**src/rtl/cic_pkg.sv**
```systemverilog
// CIC port shared definitions: widths, queue depth, RX entry layout and
// small arithmetic helpers used by the port and its RX queue.
package cic_pkg;

  localparam int SAMPLE_W  = 18;
  localparam int RATE_W    = 12;
  localparam int RATE_MIN  = 8;
  localparam int RXQ_DEPTH = 4;

  // One queued RX sample: channel, overflow flag and sample word.
  typedef struct packed {
    logic                ch;
    logic                ovf;
    logic [SAMPLE_W-1:0] data;
  } rx_entry_t;

  // Effective period: rates below the minimum are clamped up to it.
  function automatic logic [RATE_W-1:0] rate_eff(input logic [RATE_W-1:0] r);
    if (r < RATE_W'(RATE_MIN)) begin
      return RATE_W'(RATE_MIN);
    end else begin
      return r;
    end
  endfunction

  // 16-bit saturating increment by 0..3.
  function automatic logic [15:0] sat_inc16(input logic [15:0] a, input logic [1:0] inc);
    logic [16:0] sum;
    sum = {1'b0, a} + {15'd0, inc};
    if (sum[16]) begin
      return 16'hFFFF;
    end else begin
      return sum[15:0];
    end
  endfunction

endpackage

```
**src/rtl/cic_fifo.sv**
```systemverilog
// Small synchronous FIFO with full/empty flags, flush and simultaneous
// push/pop (a push into a full queue succeeds when a pop happens the same
// cycle). Output word is forced to zero while the queue is empty.
module cic_fifo #(
  parameter int W     = 20,
  parameter int DEPTH = 4
) (
  input  logic         clk,
  input  logic         rst,
  input  logic         flush,
  input  logic         push,
  input  logic [W-1:0] din,
  input  logic         pop,
  output logic [W-1:0] dout,
  output logic         full,
  output logic         empty
);

  localparam int AW = (DEPTH > 1) ? $clog2(DEPTH) : 1;
  localparam int CW = $clog2(DEPTH + 1);
  localparam logic [AW-1:0] PTR_ZERO = {AW{1'b0}};
  localparam logic [AW-1:0] PTR_ONE  = AW'(1);
  localparam logic [AW-1:0] PTR_LAST = AW'(DEPTH - 1);
  localparam logic [CW-1:0] CNT_ZERO = {CW{1'b0}};
  localparam logic [CW-1:0] CNT_ONE  = CW'(1);
  localparam logic [CW-1:0] CNT_FULL = CW'(DEPTH);

  logic [W-1:0]  mem_r [DEPTH];
  logic [AW-1:0] wr_r;
  logic [AW-1:0] rd_r;
  logic [CW-1:0] cnt_r;
  logic          push_ok_s;
  logic          pop_ok_s;

  assign empty     = (cnt_r == CNT_ZERO);
  assign full      = (cnt_r == CNT_FULL);
  assign pop_ok_s  = pop & ~empty;
  assign push_ok_s = push & (~full | pop_ok_s);
  assign dout      = empty ? {W{1'b0}} : mem_r[rd_r];

  // Storage, pointers and occupancy; flush empties without touching storage.
  always_ff @(posedge clk or negedge rst) begin
    if (!rst) begin
      wr_r  <= PTR_ZERO;
      rd_r  <= PTR_ZERO;
      cnt_r <= CNT_ZERO;
      for (int i = 0; i < DEPTH; i++) begin
        mem_r[i] <= {W{1'b0}};
      end
    end else if (flush) begin
      wr_r  <= PTR_ZERO;
      rd_r  <= PTR_ZERO;
      cnt_r <= CNT_ZERO;
    end else begin
      if (push_ok_s) begin
        mem_r[wr_r] <= din;
        wr_r        <= (wr_r == PTR_LAST) ? PTR_ZERO : wr_r + PTR_ONE;
      end
      if (pop_ok_s) begin
        rd_r <= (rd_r == PTR_LAST) ? PTR_ZERO : rd_r + PTR_ONE;
      end
      case ({push_ok_s, pop_ok_s})
        2'b10:   cnt_r <= cnt_r + CNT_ONE;
        2'b01:   cnt_r <= cnt_r - CNT_ONE;
        default: cnt_r <= cnt_r;
      endcase
    end
  end

endmodule

```
**src/rtl/cic_port.sv**
```systemverilog
// CIC filter port: generates channel strobes from a rate counter, queues
// RX samples from the filter into a stream, and feeds TX samples from
// per-channel holding registers into the filter.
// Optional feature macro: CIC_PORT_STATS_EN adds saturating event counters
// rx_lost_cnt and tx_under_cnt.
module cic_port
  import cic_pkg::*;
(
  input  logic                clk,
  input  logic                rst,
  input  logic                xmt,
  input  logic                c,
  input  logic [RATE_W-1:0]   rate,
  output logic                cea,
  output logic                ceb,
  input  logic                tiea,
  input  logic                tieb,
  output logic [SAMPLE_W-1:0] tdi,
  input  logic [SAMPLE_W-1:0] rdo,
  input  logic                rova,
  input  logic                rovb,
  input  logic                ovfa,
  input  logic                ovfb,
  output logic [SAMPLE_W-1:0] rx_data,
  output logic                rx_ch,
  output logic                rx_ovf,
  output logic                rx_valid,
  input  logic                rx_ready,
  input  logic [SAMPLE_W-1:0] tx_data,
  input  logic                tx_ch,
  input  logic                tx_valid,
  output logic                tx_ready,
  output logic                rx_lost,
  output logic                tx_under,
  input  logic                stat_clr
`ifdef CIC_PORT_STATS_EN
  ,
  output logic [15:0]         rx_lost_cnt,
  output logic [15:0]         tx_under_cnt
`endif
);

  localparam logic [SAMPLE_W-1:0] ZERO_SMP = {SAMPLE_W{1'b0}};
  localparam logic [RATE_W-1:0]   ZERO_CNT = {RATE_W{1'b0}};
  localparam logic [RATE_W-1:0]   ONE_CNT  = RATE_W'(1);

  logic                start_r;
  logic                xmt_r;
  logic                c_r;
  logic [RATE_W-1:0]   cnt_r;
  logic [RATE_W-1:0]   per_r;
  logic [RATE_W-1:0]   per_s;
  logic                wrap_s;
  logic                chg_s;
  logic                cea_r;
  logic                ceb_r;

  logic                rx_en_s;
  logic                push_s;
  logic                pop_s;
  logic                fifo_full_s;
  logic                fifo_empty_s;
  rx_entry_t           rx_in_s;
  rx_entry_t           rx_out_s;
  logic                lost_a_s;
  logic                lost_b_s;
  logic                rx_lost_r;

  logic [SAMPLE_W-1:0] hold_a_r;
  logic [SAMPLE_W-1:0] hold_b_r;
  logic [1:0]          val_r;
  logic [SAMPLE_W-1:0] tdi_r;
  logic                tx_ready_s;
  logic                ld_a_s;
  logic                ld_b_s;
  logic                dr_a_s;
  logic                dr_b_s;
  logic                under_ev_s;
  logic                tx_under_r;

  // The filter's sample requests need no action: tdi is already stable when they arrive.
  logic                unused_tie_s;
  assign unused_tie_s = tiea ^ tieb;

  // Period in force: the live rate until the first edge after reset, then the latched one.
  always_comb begin
    if (start_r) begin
      per_s = per_r;
    end else begin
      per_s = rate_eff(rate);
    end
  end

  assign wrap_s = (cnt_r == per_s - ONE_CNT);
  assign chg_s  = start_r & ((xmt ^ xmt_r) | (c ^ c_r));

  // Rate counter, mode capture and channel strobes; rate is latched only at wrap or restart.
  always_ff @(posedge clk or negedge rst) begin
    if (!rst) begin
      start_r <= 1'b0;
      xmt_r   <= 1'b0;
      c_r     <= 1'b0;
      cnt_r   <= ZERO_CNT;
      per_r   <= ZERO_CNT;
      cea_r   <= 1'b0;
      ceb_r   <= 1'b0;
    end else begin
      start_r <= 1'b1;
      xmt_r   <= xmt;
      c_r     <= c;
      if (chg_s) begin
        cnt_r <= ZERO_CNT;
        per_r <= rate_eff(rate);
        cea_r <= 1'b0;
        ceb_r <= 1'b0;
      end else begin
        cea_r <= wrap_s;
        ceb_r <= cea_r & c_r;
        if (wrap_s || !start_r) begin
          per_r <= rate_eff(rate);
        end
        if (wrap_s) begin
          cnt_r <= ZERO_CNT;
        end else begin
          cnt_r <= cnt_r + ONE_CNT;
        end
      end
    end
  end

  assign cea = cea_r;
  assign ceb = ceb_r;

  // RX entry: channel A wins when both channels report in the same cycle.
  always_comb begin
    rx_in_s.ch   = rovb & ~rova;
    rx_in_s.ovf  = (rovb & ~rova) ? ovfb : ovfa;
    rx_in_s.data = rdo;
  end

  assign rx_en_s  = start_r & ~xmt_r & ~chg_s;
  assign push_s   = rx_en_s & (rova | rovb);
  assign pop_s    = rx_valid & rx_ready;
  assign lost_a_s = push_s & fifo_full_s & ~pop_s;
  assign lost_b_s = rx_en_s & rova & rovb;

  cic_fifo #(
    .W     ($bits(rx_entry_t)),
    .DEPTH (RXQ_DEPTH)
  ) u_rxq (
    .clk   (clk),
    .rst   (rst),
    .flush (chg_s),
    .push  (push_s),
    .din   (rx_in_s),
    .pop   (pop_s),
    .dout  (rx_out_s),
    .full  (fifo_full_s),
    .empty (fifo_empty_s)
  );

  assign rx_valid = ~fifo_empty_s;
  assign rx_data  = rx_out_s.data;
  assign rx_ch    = rx_out_s.ch;
  assign rx_ovf   = rx_out_s.ovf;

  // TX acceptance: only in transmit mode, never during a mode change, B only with two channels.
  always_comb begin
    if (xmt_r && !chg_s) begin
      if (tx_ch) begin
        tx_ready_s = c_r & ~val_r[1];
      end else begin
        tx_ready_s = ~val_r[0];
      end
    end else begin
      tx_ready_s = 1'b0;
    end
  end

  assign tx_ready   = tx_ready_s;
  assign ld_a_s     = tx_valid & tx_ready_s & ~tx_ch;
  assign ld_b_s     = tx_valid & tx_ready_s & tx_ch;
  assign dr_a_s     = cea_r & xmt_r & ~chg_s;
  assign dr_b_s     = ceb_r & xmt_r & ~chg_s;
  assign under_ev_s = (dr_a_s & ~val_r[0]) | (dr_b_s & ~val_r[1]);

  // Holding registers and tdi: a drain reads the old value before a same-cycle load.
  always_ff @(posedge clk or negedge rst) begin
    if (!rst) begin
      hold_a_r <= ZERO_SMP;
      hold_b_r <= ZERO_SMP;
      val_r    <= 2'b00;
      tdi_r    <= ZERO_SMP;
    end else if (chg_s) begin
      val_r <= 2'b00;
      tdi_r <= ZERO_SMP;
    end else begin
      if (!xmt_r) begin
        tdi_r <= ZERO_SMP;
      end else if (dr_a_s) begin
        tdi_r <= val_r[0] ? hold_a_r : ZERO_SMP;
      end else if (dr_b_s) begin
        tdi_r <= val_r[1] ? hold_b_r : ZERO_SMP;
      end else begin
        tdi_r <= tdi_r;
      end
      if (ld_a_s) begin
        hold_a_r <= tx_data;
        val_r[0] <= 1'b1;
      end else if (dr_a_s) begin
        val_r[0] <= 1'b0;
      end
      if (ld_b_s) begin
        hold_b_r <= tx_data;
        val_r[1] <= 1'b1;
      end else if (dr_b_s) begin
        val_r[1] <= 1'b0;
      end
    end
  end

  assign tdi = tdi_r;

  // Sticky status flags: a new event beats a simultaneous clear.
  always_ff @(posedge clk or negedge rst) begin
    if (!rst) begin
      rx_lost_r  <= 1'b0;
      tx_under_r <= 1'b0;
    end else begin
      if (lost_a_s || lost_b_s) begin
        rx_lost_r <= 1'b1;
      end else if (stat_clr) begin
        rx_lost_r <= 1'b0;
      end
      if (under_ev_s) begin
        tx_under_r <= 1'b1;
      end else if (stat_clr) begin
        tx_under_r <= 1'b0;
      end
    end
  end

  assign rx_lost  = rx_lost_r;
  assign tx_under = tx_under_r;

`ifdef CIC_PORT_STATS_EN
  logic [15:0] rx_lost_cnt_r;
  logic [15:0] tx_under_cnt_r;
  logic [1:0]  lost_inc_s;
  logic [1:0]  under_inc_s;

  assign lost_inc_s  = {1'b0, lost_a_s} + {1'b0, lost_b_s};
  assign under_inc_s = {1'b0, under_ev_s};

  // Saturating event counters; clear restarts from zero plus any same-cycle event.
  always_ff @(posedge clk or negedge rst) begin
    if (!rst) begin
      rx_lost_cnt_r  <= 16'd0;
      tx_under_cnt_r <= 16'd0;
    end else if (stat_clr) begin
      rx_lost_cnt_r  <= sat_inc16(16'd0, lost_inc_s);
      tx_under_cnt_r <= sat_inc16(16'd0, under_inc_s);
    end else begin
      rx_lost_cnt_r  <= sat_inc16(rx_lost_cnt_r, lost_inc_s);
      tx_under_cnt_r <= sat_inc16(tx_under_cnt_r, under_inc_s);
    end
  end

  assign rx_lost_cnt  = rx_lost_cnt_r;
  assign tx_under_cnt = tx_under_cnt_r;
`endif

endmodule

```
**config.mk**
```make
export PLATFORM = sky130hd
export DESIGN_NAME = cic_port
export DESIGN_NICKNAME = d
export VERILOG_FILES = /design/src/rtl/cic_pkg.sv /design/src/rtl/cic_fifo.sv /design/src/rtl/cic_port.sv
export SDC_FILE = /design/constraint.sdc
export NUM_CORES = 1
export LEC_CHECK = 0
export ABC_AREA = 1
export BUFFER_PORTS_ARGS = -buffer_cell sky130_fd_sc_hd__buf_2
export CAP_MARGIN = 0
export CELL_PAD_IN_SITES_DETAIL_PLACEMENT = 1
export CELL_PAD_IN_SITES_GLOBAL_PLACEMENT = 2
export CORE_UTILIZATION = 35
export DETAILED_ROUTE_END_ITERATION = 16
export PLACE_DENSITY = 0.83
export SLEW_MARGIN = 40
export SYNTH_ARGS = -nofsm -noshare
export SYNTH_HDL_FRONTEND = slang
export SYNTH_HIERARCHICAL = 1
export SYNTH_SLANG_ARGS = --single-unit
```
**constraint.sdc**
```tcl
create_clock -name clk -period 3.31 [get_ports clk]
set_input_delay 0.662 -clock clk [delete_from_list [all_inputs] [get_ports clk]]
set_output_delay 0.662 -clock clk [all_outputs]
set_load 0.01 [all_outputs]
```
==> results.py <==
metrics = {
    "run_status": {
        "status": "finished clean",
    },
    "timing": {
        "rsz0062_at_grt": "no",
        "hold_viol_final": 0,
        "max_freq_mhz": 347.1,
        "worst_pin_slew_ns": 0.7701,
        "post-route-period-util_pct": 87.04,
        "max-slew-margin-rel_pct": 48.47,
        "tns_ns": 0,
        "final.min_clock_period_ns": 2.881,
        "final_max_slew_viol_count": 0,
        "setup_viol": 0,
        "final.setup_skew_ns": 0.01365,
    },
    "logic_synthesis": {
        "yosys_warnings": 6,
        "yosys.area_share.xor_xnor_pct": 2.154,
        "synth_adder_area_share_pct": 1.211,
        "synth_simple_gate_area_share_pct": 23.68,
        "synth_edf_count": 0,
        "ys_ff_latch": 174,
        "synth_nets": 1192,
        "syn_avg_cell_area_sq_um": 7.921,
        "syn_inst": 1122,
        "ys.flop_type": "dfrtp_1",
        "ys_seq_area_share_pct": 48.99,
        "synth_top_family_by_area": "simple AND/OR/NAND/NOR gates",
        "async_flop_share_pct": 100.0,
        "yosys.area.top_type": "dfrtp_1",
        "synth_top_area_share_pct": 48.99,
        "synth_area_leaders": "dfrtp_1 (49%), nand2_1 (14%), o21ai_0 (8.2%)",
        "synth_compound_area_share_pct": 16.13,
        "synth_cell_types": 48,
        "synth.cell_area_sq_mm": 0.008887,
        "muxShareOfSynthArea_pct": 0.1267,
        "synth_common_cells": "nand2_1 (333), dfrtp_1 (174), o21ai_0 (146), inv_1 (97), a21oi_1 (85)",
        "yosysMostFrequentCell": "nand2_1",
    },
    "clocking": {
        "numClockSinks": 174,
        "numCtsBuffers": 17,
        "cts_resized": 0,
        "cts_tree": "done",
        "cts_buffer_depth": 2,
        "post_cts_buffers": 0,
        "cts.htree.levels": 4,
        "ctsHoldBuffers": 0,
        "cts_root_buf": "clkbuf_16",
        "clk_latency_ns": 0.44,
        "path_clk_slew_ns": 0.08,
    },
    "setup_path": {
        "cp_max_fo": 26,
        "timing.rr.end": "tdi[8]",
        "cp_common_cell": "a21oi_1",
        "required_ns": 2.65,
        "critPathKind": "reg -> out",
        "rr_worst_depth": 10,
        "slowest_stage": "dfrtp_1",
        "crit_arrival_ns": 2.22,
        "worstReg2RegStart": "xmt_r",
        "timing.reg2reg.setup_slack_ns": 0.66,
        "cp-end-kind": "primary output",
        "slowest_delay_ns": 0.73,
        "crit_path_start_kind": "flop",
        "cp_cell_sequence": "inv_1 > buf_4 > a21oi_1 > o21ai_0 > a21oi_1 > buf_2",
    },
    "detailed_routing": {
        "via_count": 7883,
        "viasPerCell": 5.053,
        "wl_per_cell_um": 16.74,
        "wl_mm": 26.12,
        "dr.pass1.iters": 5,
        "drc": 0,
        "drtAntennaViolNets": 0,
        "drt_iter0_drc": 350,
    },
    "min_path": {
        "hold_class": "in -> async",
    },
    "place": {
        "postPlaceCellArea_sq_mm": 0.009831,
        "place_hpwl_mm": 17.49,
        "dp.cells": 1528,
        "port_buffers": 103,
        "place_congestion": 0.8045,
    },
    "grt": {
        "gr-total-overflow": 0,
        "antenna_found_initial": 2,
        "grt_pass1_wl_mm": 43.46,
        "grt_pass1_vias": 8298,
        "track_usage_pct": 21.25,
        "grt_max_degree": 68,
    },
    "pwr": {
        "p_total_w": 0.006883,
        "leakage_nw": 5.315,
        "power.density_mw_per_mm2": 660.3,
        "ir_worst_vdd_v": 0.0003726,
    },
    "floorplan": {
        "die-height_um": 161.4,
        "die_width_um": 161.4,
        "dieArea_sq_mm": 0.02603,
        "ios": 106,
        "coreArea_sq_mm": 0.02460,
        "start_util_pct": 36.12,
        "row_count": 57,
    },
    "finish": {
        "syn2layout_area_growth_pct": 17.30,
        "drive_gt1_share_pct": 18.04,
        "fin_cells": 1560,
        "antenna_cells": 0,
        "fin_nets": 1293,
        "num-fill-cells": 3020,
        "fin_area_sq_mm": 0.01043,
    },
    "job": {
        "cap_violations": 0,
    },
}
[cell families (layout without fill, tap and decap cells)]
group / Yosys count / count (layout)
buffers and inverters: 165 / 279
XOR/XNOR: 21 / 21
other: 1 / 1
adder cells (fa/ha/maj): 8 / 8
multiplexers: 1 / 1
flip-flops: 174 / 174
AO/OA/AOI/OAI: 272 / 272
AND/OR/NAND/NOR: 480 / 480
[critical path, delay by kind of cell, from the launching register on]
kind | cells | cell delay, ns
DFF | 1 | 0.73
buffers and inverters | 3 | 0.57
AOI/OAI and AO/OA | 3 | 0.48
[state kept, by name (all words and copies together), names as in the netlist, 2 cells and up]
| name | count |
|---|---|
| u_rxq/mem_r | 80 |
| hold_a_r | 18 |
| hold_b_r | 18 |
| tdi | 18 |
| cnt_r | 12 |
| per_r | 12 |
| u_rxq/cnt_r | 3 |
| u_rxq/rd_r | 2 |
| u_rxq/wr_r | 2 |
| val_r | 2 |
[per-stage QoR]
stage	util [%]	hold WS, ns	setup WS, ns
after global routing	42.37	0.2570	0.3094
after detailed placement	39.95	0.4585	0.1414
after floorplan	-	0.3664	0.5364
after CTS	42.37	0.2388	0.4217
final	42.37	0.2183	0.4289
after global placement	39.95	0.4542	0.1975
[power breakdown]
group / switching [W] / internal [W] / leakage, nW / total, W
clock network: 0.000991 / 0.00102 / 0.292 / 0.00201
registers: 0.000249 / 0.00259 / 2.16 / 0.00284
logic: 0.00132 / 0.000707 / 2.86 / 0.00203
total: 0.00256 / 0.00432 / 5.31 / 0.00688
[layout make-up]
type / count / area [sq um] / share of cell area, %
Sequential cell: 174 / 4354 / 41.77
Clock buffer: 17 / 425.4 / 4.081
Timing Repair Buffer: 138 / 809.5 / 7.765
Clock inverter: 15 / 168.9 / 1.620
Inverter: 109 / 409.1 / 3.925
Tap cell: 324 / 405.4 / 3.889
Multi-Input combinational cell: 783 / 3852 / 36.95
[metal layers]
metal  wire, um  track usage [%]
met1      12580            28.77
met5         25                0
met2      12500            35.68
met3        763            3.236
met4        248            4.974
[cells in the final DEF (no fill, tap or decap), drive strengths merged]
| cell type | instances |
|---|---|
| a211oi | 1 |
| inv | 114 |
| and3 | 2 |
| clkinv | 10 |
| xnor2 | 11 |
| o221ai | 2 |
| or2 | 13 |
| nand2 | 344 |
| conb | 1 |
| nand4 | 6 |
| o21bai | 1 |
| mux2 | 1 |
| buf | 138 |
| fa | 1 |
| nor3 | 9 |
| a21boi | 2 |
| a31oi | 20 |
| xor2 | 10 |
| a41oi | 1 |
| nor4 | 1 |
| o21ai | 155 |
| o21a | 1 |
| o22ai | 1 |
| a21oi | 85 |
| nor2 | 38 |
| dfrtp | 174 |
| nand3 | 67 |
| clkbuf | 17 |
| ha | 7 |
| o31ai | 3 |
[how the worst max path moves through the flow]
stage | startpoint | endpoint | cells after the start
global placement | rate[7] | per_r[1] | 18
floorplan | c | u_rxq/cnt_r[2] | 13
global route | rate[8] | per_r[9] | 18
detailed placement | rate[8] | per_r[9] | 18
CTS | u_rxq/rd_r[0] | rx_data[3] | 6
finish | u_rxq/rd_r[0] | rx_data[3] | 6
Power figures use the tool's default switching activity.
